`config.mk`:
```
export PLATFORM = sky130hd
export DESIGN_NAME = ram_port_arb_flat
export DESIGN_NICKNAME = d
export VERILOG_FILES = /design/src/rtl/ram_port_arb_if.sv /design/src/rtl/ram_port_arb.sv /design/src/flat_wrapper.sv
export SDC_FILE = /design/constraint.sdc
export NUM_CORES = 1
export LEC_CHECK = 0
export ABC_AREA = 1
export BUFFER_PORTS_ARGS = -buffer_cell sky130_fd_sc_hd__buf_2
export CAP_MARGIN = 15
export CORE_AREA = 4 4 86 88
export CTS_CLUSTER_DIAMETER = 50
export CTS_CLUSTER_SIZE = 8
export DETAILED_ROUTE_END_ITERATION = 7
export DIE_AREA = 0 0 90 92
export PLACE_DENSITY = 0.88
export SYNTH_ARGS = -nofsm -noshare
export SYNTH_HDL_FRONTEND = slang
export SYNTH_SLANG_ARGS = --single-unit
```
`constraint.sdc`:
```
create_clock -name hclk -period 2.54 [get_ports hclk]
set_input_delay 0.254 -clock hclk [delete_from_list [all_inputs] [get_ports hclk]]
set_output_delay 0.254 -clock hclk [all_outputs]
set_load 0.03 [all_outputs]
```
`src/rtl/ram_port_arb_if.sv`:
```
// Bus bundle between the two requesters, the arbiter and the shared RAM.
//   req0/1, lock0/1, we0/1, addr0/1, wdata0/1 : requester side, into arbiter
//   gnt0/1, rvalid0/1, rdata                  : arbiter responses to requesters
//   ram_addr, ram_wdata, ram_write            : arbiter to RAM
//   ram_rdata                                 : RAM to arbiter
// slave modport = arbiter view, master modport = requesters + RAM view.
interface ram_port_arb_if #(
  parameter int AW = 18,
  parameter int DW = 32
);
  logic          req0, req1;
  logic          lock0, lock1;
  logic          we0, we1;
  logic [AW-1:0] addr0, addr1;
  logic [DW-1:0] wdata0, wdata1;
  logic          gnt0, gnt1;
  logic          rvalid0, rvalid1;
  logic [DW-1:0] rdata;
  logic [AW-1:0] ram_addr;
  logic [DW-1:0] ram_wdata;
  logic          ram_write;
  logic [DW-1:0] ram_rdata;

  modport slave (
    input  req0, req1, lock0, lock1, we0, we1, addr0, addr1, wdata0, wdata1,
    input  ram_rdata,
    output gnt0, gnt1, rvalid0, rvalid1, rdata,
    output ram_addr, ram_wdata, ram_write
  );

  modport master (
    output req0, req1, lock0, lock1, we0, we1, addr0, addr1, wdata0, wdata1,
    output ram_rdata,
    input  gnt0, gnt1, rvalid0, rvalid1, rdata,
    input  ram_addr, ram_wdata, ram_write
  );
endinterface

```
`src/rtl/ram_port_arb.sv`:
```
// Two-requester arbiter in front of one single-port synchronous RAM.
// Round-robin on contention, optional burst lock per requester, and a bounded
// lock length so a locking requester cannot starve the other one.
// Ports:
//   hclk    : clock, rising edge
//   hresetn : asynchronous active-low reset
//   bus     : ram_port_arb_if.slave (requests, grants, read returns, RAM side)
// Grants are combinational (the access happens in the grant cycle); rvalidN is
// registered and marks the RAM read data of port N's read granted last cycle.
module ram_port_arb #(
  parameter int AW       = 18,
  parameter int DW       = 32,
  parameter int MAX_LOCK = 16
) (
  input  logic        hclk,
  input  logic        hresetn,
  ram_port_arb_if.slave bus
);

  localparam int CW = $clog2(MAX_LOCK + 1);
  localparam logic [CW-1:0] CNT_MAX = CW'(MAX_LOCK);

  typedef enum logic [1:0] {IDLE, LOCK0, LOCK1} state_e;

  state_e        state_q, state_d;
  logic          rr_last_q, rr_last_d;   // port granted most recently
  logic [CW-1:0] lock_cnt_q, lock_cnt_d;
  logic          rvalid0_q, rvalid0_d;
  logic          rvalid1_q, rvalid1_d;
  logic          g0, g1;                 // grants before reset gating

  always_comb begin
    g0         = 1'b0;
    g1         = 1'b0;
    state_d    = state_q;
    rr_last_d  = rr_last_q;
    lock_cnt_d = lock_cnt_q;
    case (state_q)
      IDLE: begin
        if (bus.req0 && bus.req1) begin
          // tie goes to the port that did not win last time
          g0 = rr_last_q;
          g1 = ~rr_last_q;
        end else begin
          g0 = bus.req0;
          g1 = bus.req1;
        end
        if (g0) begin
          rr_last_d = 1'b0;
          if (bus.lock0) begin
            state_d    = LOCK0;
            lock_cnt_d = CW'(1);
          end
        end else if (g1) begin
          rr_last_d = 1'b1;
          if (bus.lock1) begin
            state_d    = LOCK1;
            lock_cnt_d = CW'(1);
          end
        end
      end
      LOCK0: begin
        if (bus.req1 && lock_cnt_q == CNT_MAX) begin
          // lock budget spent while port1 waits: hand this cycle to port1
          g1         = 1'b1;
          state_d    = IDLE;
          rr_last_d  = 1'b1;
          lock_cnt_d = '0;
        end else if (bus.req0) begin
          g0        = 1'b1;
          rr_last_d = 1'b0;
          if (bus.lock0) begin
            // only time spent with the other port waiting counts against the lock
            if (bus.req1 && lock_cnt_q != CNT_MAX) lock_cnt_d = lock_cnt_q + CW'(1);
          end else begin
            state_d    = IDLE;
            lock_cnt_d = '0;
          end
        end
        // no req0: burst busy cycle, hold everything
      end
      LOCK1: begin
        if (bus.req0 && lock_cnt_q == CNT_MAX) begin
          g0         = 1'b1;
          state_d    = IDLE;
          rr_last_d  = 1'b0;
          lock_cnt_d = '0;
        end else if (bus.req1) begin
          g1        = 1'b1;
          rr_last_d = 1'b1;
          if (bus.lock1) begin
            if (bus.req0 && lock_cnt_q != CNT_MAX) lock_cnt_d = lock_cnt_q + CW'(1);
          end else begin
            state_d    = IDLE;
            lock_cnt_d = '0;
          end
        end
      end
      default: begin
        state_d    = IDLE;
        lock_cnt_d = '0;
      end
    endcase
  end

  // reset gates grants combinationally so nothing reaches the RAM during reset
  assign bus.gnt0 = g0 & hresetn;
  assign bus.gnt1 = g1 & hresetn;

  // idle RAM bus defaults to port0 values with write disabled
  assign bus.ram_addr  = bus.gnt1 ? bus.addr1  : bus.addr0;
  assign bus.ram_wdata = bus.gnt1 ? bus.wdata1 : bus.wdata0;
  assign bus.ram_write = (bus.gnt0 & bus.we0) | (bus.gnt1 & bus.we1);
  assign bus.rdata     = bus.ram_rdata;

  assign rvalid0_d = bus.gnt0 & ~bus.we0;
  assign rvalid1_d = bus.gnt1 & ~bus.we1;
  assign bus.rvalid0 = rvalid0_q;
  assign bus.rvalid1 = rvalid1_q;

  always_ff @(posedge hclk or negedge hresetn) begin
    if (!hresetn) begin
      state_q    <= IDLE;
      rr_last_q  <= 1'b1;
      lock_cnt_q <= '0;
      rvalid0_q  <= 1'b0;
      rvalid1_q  <= 1'b0;
    end else begin
      state_q    <= state_d;
      rr_last_q  <= rr_last_d;
      lock_cnt_q <= lock_cnt_d;
      rvalid0_q  <= rvalid0_d;
      rvalid1_q  <= rvalid1_d;
    end
  end

endmodule
```
`src/flat_wrapper.sv`:
```
// flat-port wrapper written by rule: the top's interface ports become plain ports
module ram_port_arb_flat 
#(
  parameter int AW       = 18,
  parameter int DW       = 32,
  parameter int MAX_LOCK = 16
)
  (hclk, hresetn, bus_req0, bus_req1, bus_lock0, bus_lock1, bus_we0, bus_we1, bus_addr0, bus_addr1, bus_wdata0, bus_wdata1, bus_ram_rdata, bus_gnt0, bus_gnt1, bus_rvalid0, bus_rvalid1, bus_rdata, bus_ram_addr, bus_ram_wdata, bus_ram_write);
  ram_port_arb_if #(.AW(AW), .DW(DW)) bus_i ();
  input  logic hclk;
  input  logic hresetn;
  input wire logic [$bits(bus_i.req0)-1:0] bus_req0;
  input wire logic [$bits(bus_i.req1)-1:0] bus_req1;
  input wire logic [$bits(bus_i.lock0)-1:0] bus_lock0;
  input wire logic [$bits(bus_i.lock1)-1:0] bus_lock1;
  input wire logic [$bits(bus_i.we0)-1:0] bus_we0;
  input wire logic [$bits(bus_i.we1)-1:0] bus_we1;
  input wire logic [$bits(bus_i.addr0)-1:0] bus_addr0;
  input wire logic [$bits(bus_i.addr1)-1:0] bus_addr1;
  input wire logic [$bits(bus_i.wdata0)-1:0] bus_wdata0;
  input wire logic [$bits(bus_i.wdata1)-1:0] bus_wdata1;
  input wire logic [$bits(bus_i.ram_rdata)-1:0] bus_ram_rdata;
  output wire logic [$bits(bus_i.gnt0)-1:0] bus_gnt0;
  output wire logic [$bits(bus_i.gnt1)-1:0] bus_gnt1;
  output wire logic [$bits(bus_i.rvalid0)-1:0] bus_rvalid0;
  output wire logic [$bits(bus_i.rvalid1)-1:0] bus_rvalid1;
  output wire logic [$bits(bus_i.rdata)-1:0] bus_rdata;
  output wire logic [$bits(bus_i.ram_addr)-1:0] bus_ram_addr;
  output wire logic [$bits(bus_i.ram_wdata)-1:0] bus_ram_wdata;
  output wire logic [$bits(bus_i.ram_write)-1:0] bus_ram_write;
  assign bus_i.req0 = bus_req0;
  assign bus_i.req1 = bus_req1;
  assign bus_i.lock0 = bus_lock0;
  assign bus_i.lock1 = bus_lock1;
  assign bus_i.we0 = bus_we0;
  assign bus_i.we1 = bus_we1;
  assign bus_i.addr0 = bus_addr0;
  assign bus_i.addr1 = bus_addr1;
  assign bus_i.wdata0 = bus_wdata0;
  assign bus_i.wdata1 = bus_wdata1;
  assign bus_i.ram_rdata = bus_ram_rdata;
  assign bus_gnt0 = bus_i.gnt0;
  assign bus_gnt1 = bus_i.gnt1;
  assign bus_rvalid0 = bus_i.rvalid0;
  assign bus_rvalid1 = bus_i.rvalid1;
  assign bus_rdata = bus_i.rdata;
  assign bus_ram_addr = bus_i.ram_addr;
  assign bus_ram_wdata = bus_i.ram_wdata;
  assign bus_ram_write = bus_i.ram_write;
  ram_port_arb #(.AW(AW), .DW(DW), .MAX_LOCK(MAX_LOCK)) u_core (.hclk(hclk), .hresetn(hresetn), .bus(bus_i));
endmodule
```
Yosys cells after proc, flatten, opt, wreduce, memory -nomap -nowiden:

Cells that the tools add are included.
W data, S select, Z words.

* register bits after elaboration: 10
* output and inout bits: 87
* word-level logic and storage cells: 84

* add/subtract/negate cells: 1
* equality and inequality tests: 13
* multiplexer cells: 45
* bitwise operators: 10
* reduce and logical (&&, ||, !) cells: 10

Operator list (number)
* $mux W5: 12
* $mux W32: 1
* $mux W2: 10
* $mux W18: 1
* $mux W1: 16
* $ne A3 B2 Y1 const B: 5
* $pmux W5 S3: 1
* $reduce_and A7 Y1: 2
* $pmux W1 S3: 3
* $ne A4 B2 Y1 const B: 2
* $and A1 B1 Y1: 6
* $pmux W2 S3: 1
* $add A5 B1 Y5 const B: 1
* $eq A5 B5 Y1 const B: 1
* $logic_and A1 B1 Y1: 5
* $ne A5 B5 Y1 const B: 1
* $reduce_and A4 Y1: 1
* $ne A3 B1 Y1 const B: 1
* $ne A3 B3 Y1 const B: 1
* $not A1 Y1: 3
* $reduce_bool A3 Y1: 1
* $eq A2 B1 Y1 const B: 1
* $eq A2 B2 Y1 const B: 1
* $logic_not A2 Y1: 1
* $or A1 B1 Y1: 1

Logic depth before layout (Yosys ltp):

Gate-level depths: netlist of run 1.

* depth in word-level cells: 7
* mapped depth: 12
* gate-level depth less buffers: 11

Worst setup path after synthesis of run 1:

No wires, ideal clock.

* path type: flip-flop to output port
* start: reg u_core.lock_cnt_q[0]
* end: out bus_ram_addr[0]
* arrival: 1.573 ns
* required time: 2.286 ns
* setup slack: 0.713 ns
* stages on the path, launching flop included: 13
* cells stage by stage: dfrtp_1 inv_1 ha_1 nand2_1 clkinv_1 nand3_2 nand2_2 nand3_2 nand2_4 inv_8 buf_12 nand2_4 nand2_2

* word-level cells in the longest chain between the ends: 6

RTL lines
* from (decl): RTL line ram_port_arb.sv:27 `logic [CW-1:0] lock_cnt_q, lock_cnt_d;`
* from (signal assigned): RTL line ram_port_arb.sv:131 `lock_cnt_q <= lock_cnt_d;`
* $eq A5 B5 Y1 (*): RTL line ram_port_arb.sv:63, ram_port_arb.sv:83
* $logic_and A1 B1 Y1 (on tied branches): RTL line ram_port_arb.sv:83, ram_port_arb.sv:63
* $mux W1 (on tied branches): RTL line ram_port_arb.sv:83, ram_port_arb.sv:63
* $pmux W1 S3 (*): RTL line ram_port_arb.sv:38 `case (state_q)`
* $and A1 B1 Y1 (*): RTL line ram_port_arb.sv:108 `assign bus.gnt1 = g1 & hresetn;`
* via bus_gnt1: RTL line flat_wrapper.sv:24 `output wire logic [$bits(bus_i.gnt1)-1:0] bus_gnt1;`
* $mux W18 (*): RTL line ram_port_arb.sv:111 `assign bus.ram_addr = bus.gnt1 ? bus.addr1 : bus.addr0;`
* to (decl): RTL line flat_wrapper.sv:28 `output wire logic [$bits(bus_i.ram_addr)-1:0] bus_ram_addr;`

The timed path passes the listed nets; every way through them passes the cells marked *.

Final worst setup path of run 1:

* start: reg u_core.lock_cnt_q[0]
* end: out bus_ram_wdata[0]

* word-level cells in the longest chain between the ends: 6

RTL lines
* $eq A5 B5 Y1 (*): RTL line ram_port_arb.sv:63, ram_port_arb.sv:83
* $logic_and A1 B1 Y1 (on tied branches): RTL line ram_port_arb.sv:83, ram_port_arb.sv:63
* $mux W1 (on tied branches): RTL line ram_port_arb.sv:83, ram_port_arb.sv:63
* $pmux W1 S3 (*): RTL line ram_port_arb.sv:38
* $and A1 B1 Y1 (*): RTL line ram_port_arb.sv:108
* $mux W32 (*): RTL line ram_port_arb.sv:112 `assign bus.ram_wdata = bus.gnt1 ? bus.wdata1 : bus.wdata0;`
* to (decl): RTL line flat_wrapper.sv:29 `output wire logic [$bits(bus_i.ram_wdata)-1:0] bus_ram_wdata;`

Mark *: on every way between the ends. The rest lies on a longest branch, timed or not.

==> metrics.txt, run 1 <==
Setup TNS 0 ns; min cycle time layout 2.34 ns; number of synthesized flops with an enable pin 0; die width 90 um; gr usage total 15.5%; Critical Path RT 2.29 ns; max-cap viol count 0; ANT nets after route 0; leakage power 2.11 nW; synth top area cells nand2_4, nand2_1, nand2_2, buf_4, dfrtp_1; number of global-route vias before repair 2,296; H-tree Lvls 1; reg2reg start u_core.lock_cnt_q[0]; area of the core 0.00664 sq mm; Clock Skews 0.00470 ns; P_int 0.907 mW; Hold Path Origin bus_we0; clock power share 7.9%; Max Buffers Root-to-Sink 2; fin cells 542; Max FO, Critical Path 33; most common cell in the netlist nand2_1; Sw Ratio 57.7%; power per cell area 698 mW/mm^2; Setup CP Type reg -> out; Main synth FF type dfrtp_1; grt ovf 0; switching pwr 1.24 mW; Clock Root Buffer clkbuf_8; Clock transition at path regs 0.05 ns; Distinct cells, synth 29; DRC violations left 0; yosys warns 0; Hold Fails Final Rpt 0; Worst-Margin Slew 0.269 ns; Synth top cells by count nand2_1, nand2_2, nand2_4, buf_4, inv_1; initial antenna violation count 0; CTS buffer count 3; io pins 227; area grow syn2layout 32.7%; Hold Crit Class in -> reg; Syn Std Cell Area 0.00231 sq mm; r2r setup slk 0.87 ns; Yosys top cell area share 24.3%; sequential area share after synthesis 10.9%; Vias 2,384; fin area 0.00307 sq mm; f_max 427 MHz; Comb power frac 80.5%; # setup viols final 0; unrepaired setup endpoints after global routing false; layout cells sized above 1 64.9%; Final Util 46.2%; CTS tree done; overall power 2.14 mW; post-synth top area cell nand2_4; maximum number of pins on one net before global-route repair 34; setup slack after layout 0.196 ns; endpoint class of the critical path output port; crit path from u_core.lock_cnt_q[0]; worst slack at placement 0.302 ns; vias per cell 4.40; clk sinks 10; Post-Place Cells 527; # fillers 675; Detailed Place HPWL 5.85 mm; syn nets 466; fraction of registers with async set/reset 100%; DIE HEIGHT 92 um; final net count 609; clk_lat worst skew 0.24 ns; first-pass GRT wire length 10.7 mm; diode count 0; post-synthesis register bit count 10; Final Max Tran Viols 0; placed cell areas 0.00292 sq mm; element type at the critical path start flop; num rows 30; Max rail drop VDD 0.260 mV; cells after synthesis 320; sequential group share of total power 11.6%; routed wire length 6.85 mm; Initial Util 34.8%; mean post-synth cell area 7.23 sq um; final hold slack 0.204 ns; initial DRC count 65; die area 0.00828 sq mm; Port-buffer cells 162; DR WL/cell 12.6 um; status finished, final reports clean; Pre-antenna DRT Iters 4; WP data arrival 2.09 ns; Final period util 92.3%; GPL Wtd Cong 0.888; worst rel slew slack 81.9%
==> cells in the final DEF (no fill, tap or decap), types with 2 or more instances in the layout <==
cell,Yosys,layout
xor2_1,2,2
inv_1,16,16
nor2_2,2,2
nand3_1,8,8
inv_2,3,4
nand3_2,4,4
o21ai_0,2,2
nand2_2,51,51
nand2_1,98,98
nor2_4,2,2
nand2_4,50,50
ha_1,6,6
clkbuf_8,0,3
buf_2,0,162
nor2_1,12,12
buf_4,37,14
dfrtp_1,9,9
==> final timing paths <==
check | end | cells after the start
worst max register to register | u_core.state_q[0] | 11
max in group asynchronous | u_core.rr_last_q | 3
min in group asynchronous | u_core.lock_cnt_q[1] | 3
worst min-delay path | u_core.bus.rvalid0 | 2
worst max-delay path | bus_ram_wdata[0] | 12
worst min register to register | u_core.rr_last_q | 2
==> cell families (layout without fill, tap and decap cells) <==
kind of cell / after synthesis / after routing / share of synthesized area (%)
compound gates: 5 / 5 / 1.24
buf+inv: 63 / 205 / 20.1
fa+ha+maj: 6 / 6 / 3.24
xor+xnor: 3 / 3 / 1.14
simple gates: 233 / 233 / 63.4
flops: 10 / 10 / 10.9
==> what timing repair did <==
item | 4_1_cts | 5_1_grt
setup endpoints to repair | 0 | 45
hold buffers | 1 | 0
gates resized for setup | 0 | 4
buffers inserted | 0 | 10
endpoints found under the hold margin | 9 | 0
==> per-layer routing <==
metal | up-vias | share of wire, % | track usage (%)
li1 | 1209 | - | -
met1 | 1045 | 36 | 16.8
met2 | 113 | 52 | 28.9
met3 | 17 | 11 | 5.66
met4 | 0 | 1.4 | 2.93
met5 | - | 0 | 0
==> critical path, cell delays in order, from the launching register on <==
cell	delay (ns)
dfrtp_1	0.40
inv_1	0.09
ha_1	0.15
nand2_1	0.06
inv_2	0.10
nand3_2	0.10
nand2_2	0.09
nand3_2	0.08
nand2_4	0.12
buf_6	0.25
nand2_1	0.11
nand2_2	0.10
buf_2	0.20
==> area by class of cell <==
type / count / area, sq um / area share, %
tap: 80 / 100 / 3.26
timing repair buffer: 180 / 985 / 32.1
clock buffer: 4 / 45.0 / 1.47
multi-input combinational: 247 / 1600 / 52.0
sequential: 10 / 251 / 8.19
inverter: 21 / 91.3 / 2.97
==> power groups by stage <==
stage,sequential [mW],clock [mW],combinational (mW)
2_1_floorplan,0.250,0,1.37
3_3_place_gp,0.247,0,1.63
3_5_place_dp,0.251,0,1.66
4_1_cts,0.248,0.174,1.67
5_1_grt,0.254,0.185,1.87
6_report,0.249,0.169,1.73
==> flip-flops by register name (all words and copies together), names as in the netlist <==
register and count:
u_core.state_q 2, u_core.lock_cnt_q 5, u_core.rr_last_q 1, u_core.bus.rvalid0 1, u_core.bus.rvalid1 1
No activity file was read; power rests on OpenSTA's default activity.
==> run 2: changes to the inputs <==
==> constraint.sdc (replaced) <==
create_clock -name hclk -period 2.54 [get_ports hclk]
set_input_delay 0.254 -clock hclk [delete_from_list [all_inputs] [get_ports hclk]]
set_output_delay 0.254 -clock hclk [all_outputs]
set_load 0.02 [all_outputs]
==> metrics.txt, run 2 (synthesis gave the netlist of run 1 again) <==
fin area 0.00304 sq mm; Clock Skews 0.00789 ns; Clock Root Buffer clkbuf_8; initial DRC count 64; diode count 0; Setup CP Type reg -> out; Critical Path RT 2.29 ns; vias per cell 4.35; power per cell area 649 mW/mm^2; Final period util 91.2%; io pins 227; Largest Register u_core.lock_cnt_q; Hold Fails Final Rpt 0; unrepaired setup endpoints after global routing false; maximum number of pins on one net before global-route repair 34; number of global-route vias before repair 2,295; Initial Util 34.8%; leakage power 2.08 nW; CTS tree done; biggest regs u_core.lock_cnt_q (5), u_core.state_q (2); Max Buffers Root-to-Sink 2; max-cap viol count 0; clk sinks 10; GPL Wtd Cong 0.889; worst rel slew slack 82.9%; Reg area 251 sq um; first-pass GRT wire length 10.9 mm; CTS buffer count 3; clk_lat worst skew 0.23 ns; die width 90 um; crit path from u_core.lock_cnt_q[0]; num rows 30; Max rail drop VDD 0.277 mV; area of the core 0.00664 sq mm; Clock transition at path regs 0.05 ns; initial antenna violation count 0; grt ovf 0; layout cells sized above 1 64.5%; die area 0.00828 sq mm; area grow syn2layout 31.4%; gr usage total 15.7%; DR WL/cell 12.5 um; Largest register FFs 5; f_max 432 MHz; status finished, final reports clean; Pre-antenna DRT Iters 4; Setup TNS 0 ns; Max FO, Critical Path 16; commonest non-fill, non-tap cell in the layout buf_2; # fillers 633; Hold Path Origin bus_we0; overall power 1.97 mW; WP data arrival 2.06 ns; Port-buffer cells 162; Worst-Margin Slew 0.257 ns; min cycle time layout 2.32 ns; placed cell areas 0.00292 sq mm; # setup viols final 0; routed wire length 6.73 mm; multi-input logic area 0.00160 sq mm; H-tree Lvls 1; element type at the critical path start flop; DRC violations left 0; final net count 606; Final Max Tran Viols 0; commonest non-fill, non-tap cells in the layout buf_2, nand2_1, nand2_2; Vias 2,343; endpoint class of the critical path output port; reg2reg start u_core.state_q[0]; ANT nets after route 0; Hold Crit Class in -> reg; DIE HEIGHT 92 um; Detailed Place HPWL 5.78 mm
## run 2: final timing paths
path                                        endpoint  slack [ns]  depth (start not counted)
worst min register to register      u_core.rr_last_q        0.49                          2
worst max register to register  u_core.lock_cnt_q[0]        0.87                         10
min in group asynchronous       u_core.lock_cnt_q[1]        0.42                          2
max in group asynchronous           u_core.rr_last_q        1.85                          2
worst min-delay path              u_core.bus.rvalid0        0.22                          2
worst max-delay path               bus_ram_wdata[12]        0.22                         13
## run 2: stage by stage
stage,utilization (%),worst slack (ns),hold WS (ns),cells
finish,45.8,0.223,0.221,539
floorplan,-,0.757,-0.0416,320
detailed placement,43.9,0.345,0.138,526
global route,45.8,0.0263,0.227,539
global placement,43.9,0.412,0.132,526
CTS,44.7,0.0675,0.210,531
## run 2: cell type report
class / instances / share of cell area, %
sequential: 10 / 8.27
timing repair buffer: 177 / 31.4
tap: 80 / 3.29
clock buffer: 4 / 1.48
inverter: 21 / 3.00
multi-input combinational: 247 / 52.6
## run 2: where the power goes
part	leakage [nW]	switching [mW]	total, mW	internal (mW)
Sequential	0.131	0.0363	0.246	0.210
Clock	0.0228	0.0561	0.165	0.109
Combinational	1.93	0.989	1.56	0.571
## run 2: what timing repair did
item / CTS / global route
resized for setup: 0 / 2
hold buffers: 1 / 0
endpoints found under the setup margin: 0 / 44
hold endpoints to repair: 9 / 0
buffers inserted: 0 / 8
## run 2: layer usage
layer	vias up	routed length (um)	track usage [%]
li1	1203	-	-
met1	1026	2550	17.9
met2	100	3470	28.6
met3	14	627	5.25
met4	0	77	3.32
met5	-	0	0
## run 2: worst max-delay path, stage by stage, from the launching register on
cell      delay (ns)
dfrtp_1         0.38
inv_1           0.08
ha_1            0.20
nand2_1         0.06
clkinv_1        0.14
nand3_2         0.12
nand2_2         0.07
nand3_2         0.08
nand2_4         0.08
clkinv_8        0.12
buf_4           0.23
nand2_4         0.06
nand2_2         0.06
buf_2           0.15
==> run 3: changes to the inputs <==
--- a/config.mk
+++ b/config.mk
@@ -13,7 +13,7 @@
 export CTS_CLUSTER_SIZE = 8
 export DETAILED_ROUTE_END_ITERATION = 7
 export DIE_AREA = 0 0 90 92
-export PLACE_DENSITY = 0.88
+export PLACE_DENSITY = 0.85
 export SYNTH_ARGS = -nofsm -noshare
 export SYNTH_HDL_FRONTEND = slang
 export SYNTH_SLANG_ARGS = --single-unit
==> metrics.txt, run 3 (synthesis gave the netlist of run 1 again) <==
Detailed Place HPWL 5.84 mm; biggest regs u_core.lock_cnt_q (5), u_core.state_q (2); routed wire length 6.69 mm; fin cells 531; clk sinks 10; Vias 2,363; layout cells sized above 1 63.9%; power per cell area 652 mW/mm^2; # setup viols final 0; ANT nets after route 0; worst rel slew slack 82.6%; max-cap viol count 0; DRC violations left 0; switching pwr 1.09 mW; Critical Path RT 2.29 ns; Setup TNS 0 ns; area grow syn2layout 30.1%; sequential group share of total power 12.6%; Sw Ratio 55.7%; commonest non-fill, non-tap cell in the layout buf_2; clock power share 8.7%; maximum number of pins on one net before global-route repair 32; Largest Register u_core.lock_cnt_q; Final Util 45.3%; DIE HEIGHT 92 um; vias per cell 4.45; r2r setup slk 0.85 ns; P_int 0.869 mW; Clock Root Buffer clkbuf_8; CTS buffer count 3; die width 90 um; commonest non-fill, non-tap cells in the layout buf_2, nand2_1, nand2_2; Max Buffers Root-to-Sink 2; Clock transition at path regs 0.05 ns; crit-path max cell delay 0.38 ns; Initial Util 34.8%; setup slack after layout 0.199 ns; endpoint class of the critical path output port; H-tree Lvls 1; initial DRC count 38; CP delay by family, top buffers and inverters; Hold Fails Final Rpt 0; num rows 30; initial antenna violation count 0; grt ovf 0; Setup CP Type reg -> out; die area 0.00828 sq mm; first-pass GRT wire length 10.7 mm; Critical-path top delay cell dfrtp_1; Largest register FFs 5; fin area 0.00301 sq mm; element type at the critical path start flop; CTS tree done; Worst-Margin Slew 0.261 ns; Pre-antenna DRT Iters 4; Port-buffer cells 162; Post-Place Cells 526; placed cell areas 0.00293 sq mm; status finished, final reports clean; diode count 0; f_max 427 MHz; area of the core 0.00664 sq mm; final net count 598; number of global-route vias before repair 2,355; Buf/Inv on CP 5; Max rail drop VDD 0.529 mV; GPL Wtd Cong 0.952; Final period util 92.2%; min cycle time layout 2.34 ns; postcts setup bufs 0; gr usage total 15.3%; Clock Skews 0.00343 ns; unrepaired setup endpoints after global routing false; Comb power frac 78.7%; Max FO, Critical Path 18; clk_lat worst skew 0.24 ns; WP data arrival 2.09 ns; worst slack at placement 0.374 ns; CP Cell Sequence inv_1 > ha_1 > nand2_1 > clkinv_1 > nand3_2 > nand2_2 > nand3_2 > nand2_4 > clkinv_16 > buf_12 > nand2_4 > nand2_2 > buf_2; io pins 227; DR WL/cell 12.6 um; Hold Crit Class in -> reg; leakage power 2.05 nW; Final Max Tran Viols 0
## run 3: repair_timing
action,in CTS,in global routing
hold buffers,1,0
endpoints found under the hold margin,9,0
endpoints found under the setup margin,0,36
gates resized for setup,0,4
## run 3: per-layer routing
metal / part of all wire (%) / up-vias / GRT usage, %
li1: - / 1187 / -
met1: 34 / 1045 / 16.1
met3: 8.3 / 22 / 3.94
met5: 0 / - / 0
met2: 54 / 109 / 28.9
met4: 2.7 / 0 / 5.87
## run 3: path summary, 6_finish.rpt
check                                       end            startpoint  cells past startpoint
min in group asynchronous  u_core.lock_cnt_q[4]               hresetn                      2
setup / recovery               bus_ram_addr[12]  u_core.lock_cnt_q[0]                     13
hold reg to reg                u_core.rr_last_q      u_core.rr_last_q                      2
hold / removal               u_core.bus.rvalid0               bus_we0                      2
max in group asynchronous      u_core.rr_last_q               hresetn                      2
setup reg to reg             u_core.bus.rvalid1  u_core.lock_cnt_q[0]                      9
## run 3: through the flow
step | hold WS [ns] | power, mW
2_1_floorplan | -0.0416 | 1.46
3_3_place_gp | 0.133 | 1.75
3_5_place_dp | 0.138 | 1.79
4_1_cts | 0.180 | 1.98
5_1_grt | 0.200 | 2.14
6_report | 0.185 | 1.96
## run 3: power groups by stage
stage / registers (mW) / logic, mW / clock network, mW
3_5_place_dp: 0.250 / 1.54 / 0
6_report: 0.247 / 1.54 / 0.171
2_1_floorplan: 0.247 / 1.21 / 0
3_3_place_gp: 0.246 / 1.51 / 0
5_1_grt: 0.253 / 1.70 / 0.187
4_1_cts: 0.247 / 1.55 / 0.179
## run 3: cell type report
type | instances | area, sq um
clock buffers | 4 | 45.0
fillers | 679 | 3630
inverters | 21 | 105
multi-input cells | 247 | 1600
flip-flops and latches | 10 | 251
well taps | 80 | 100
repair buffers | 169 | 910
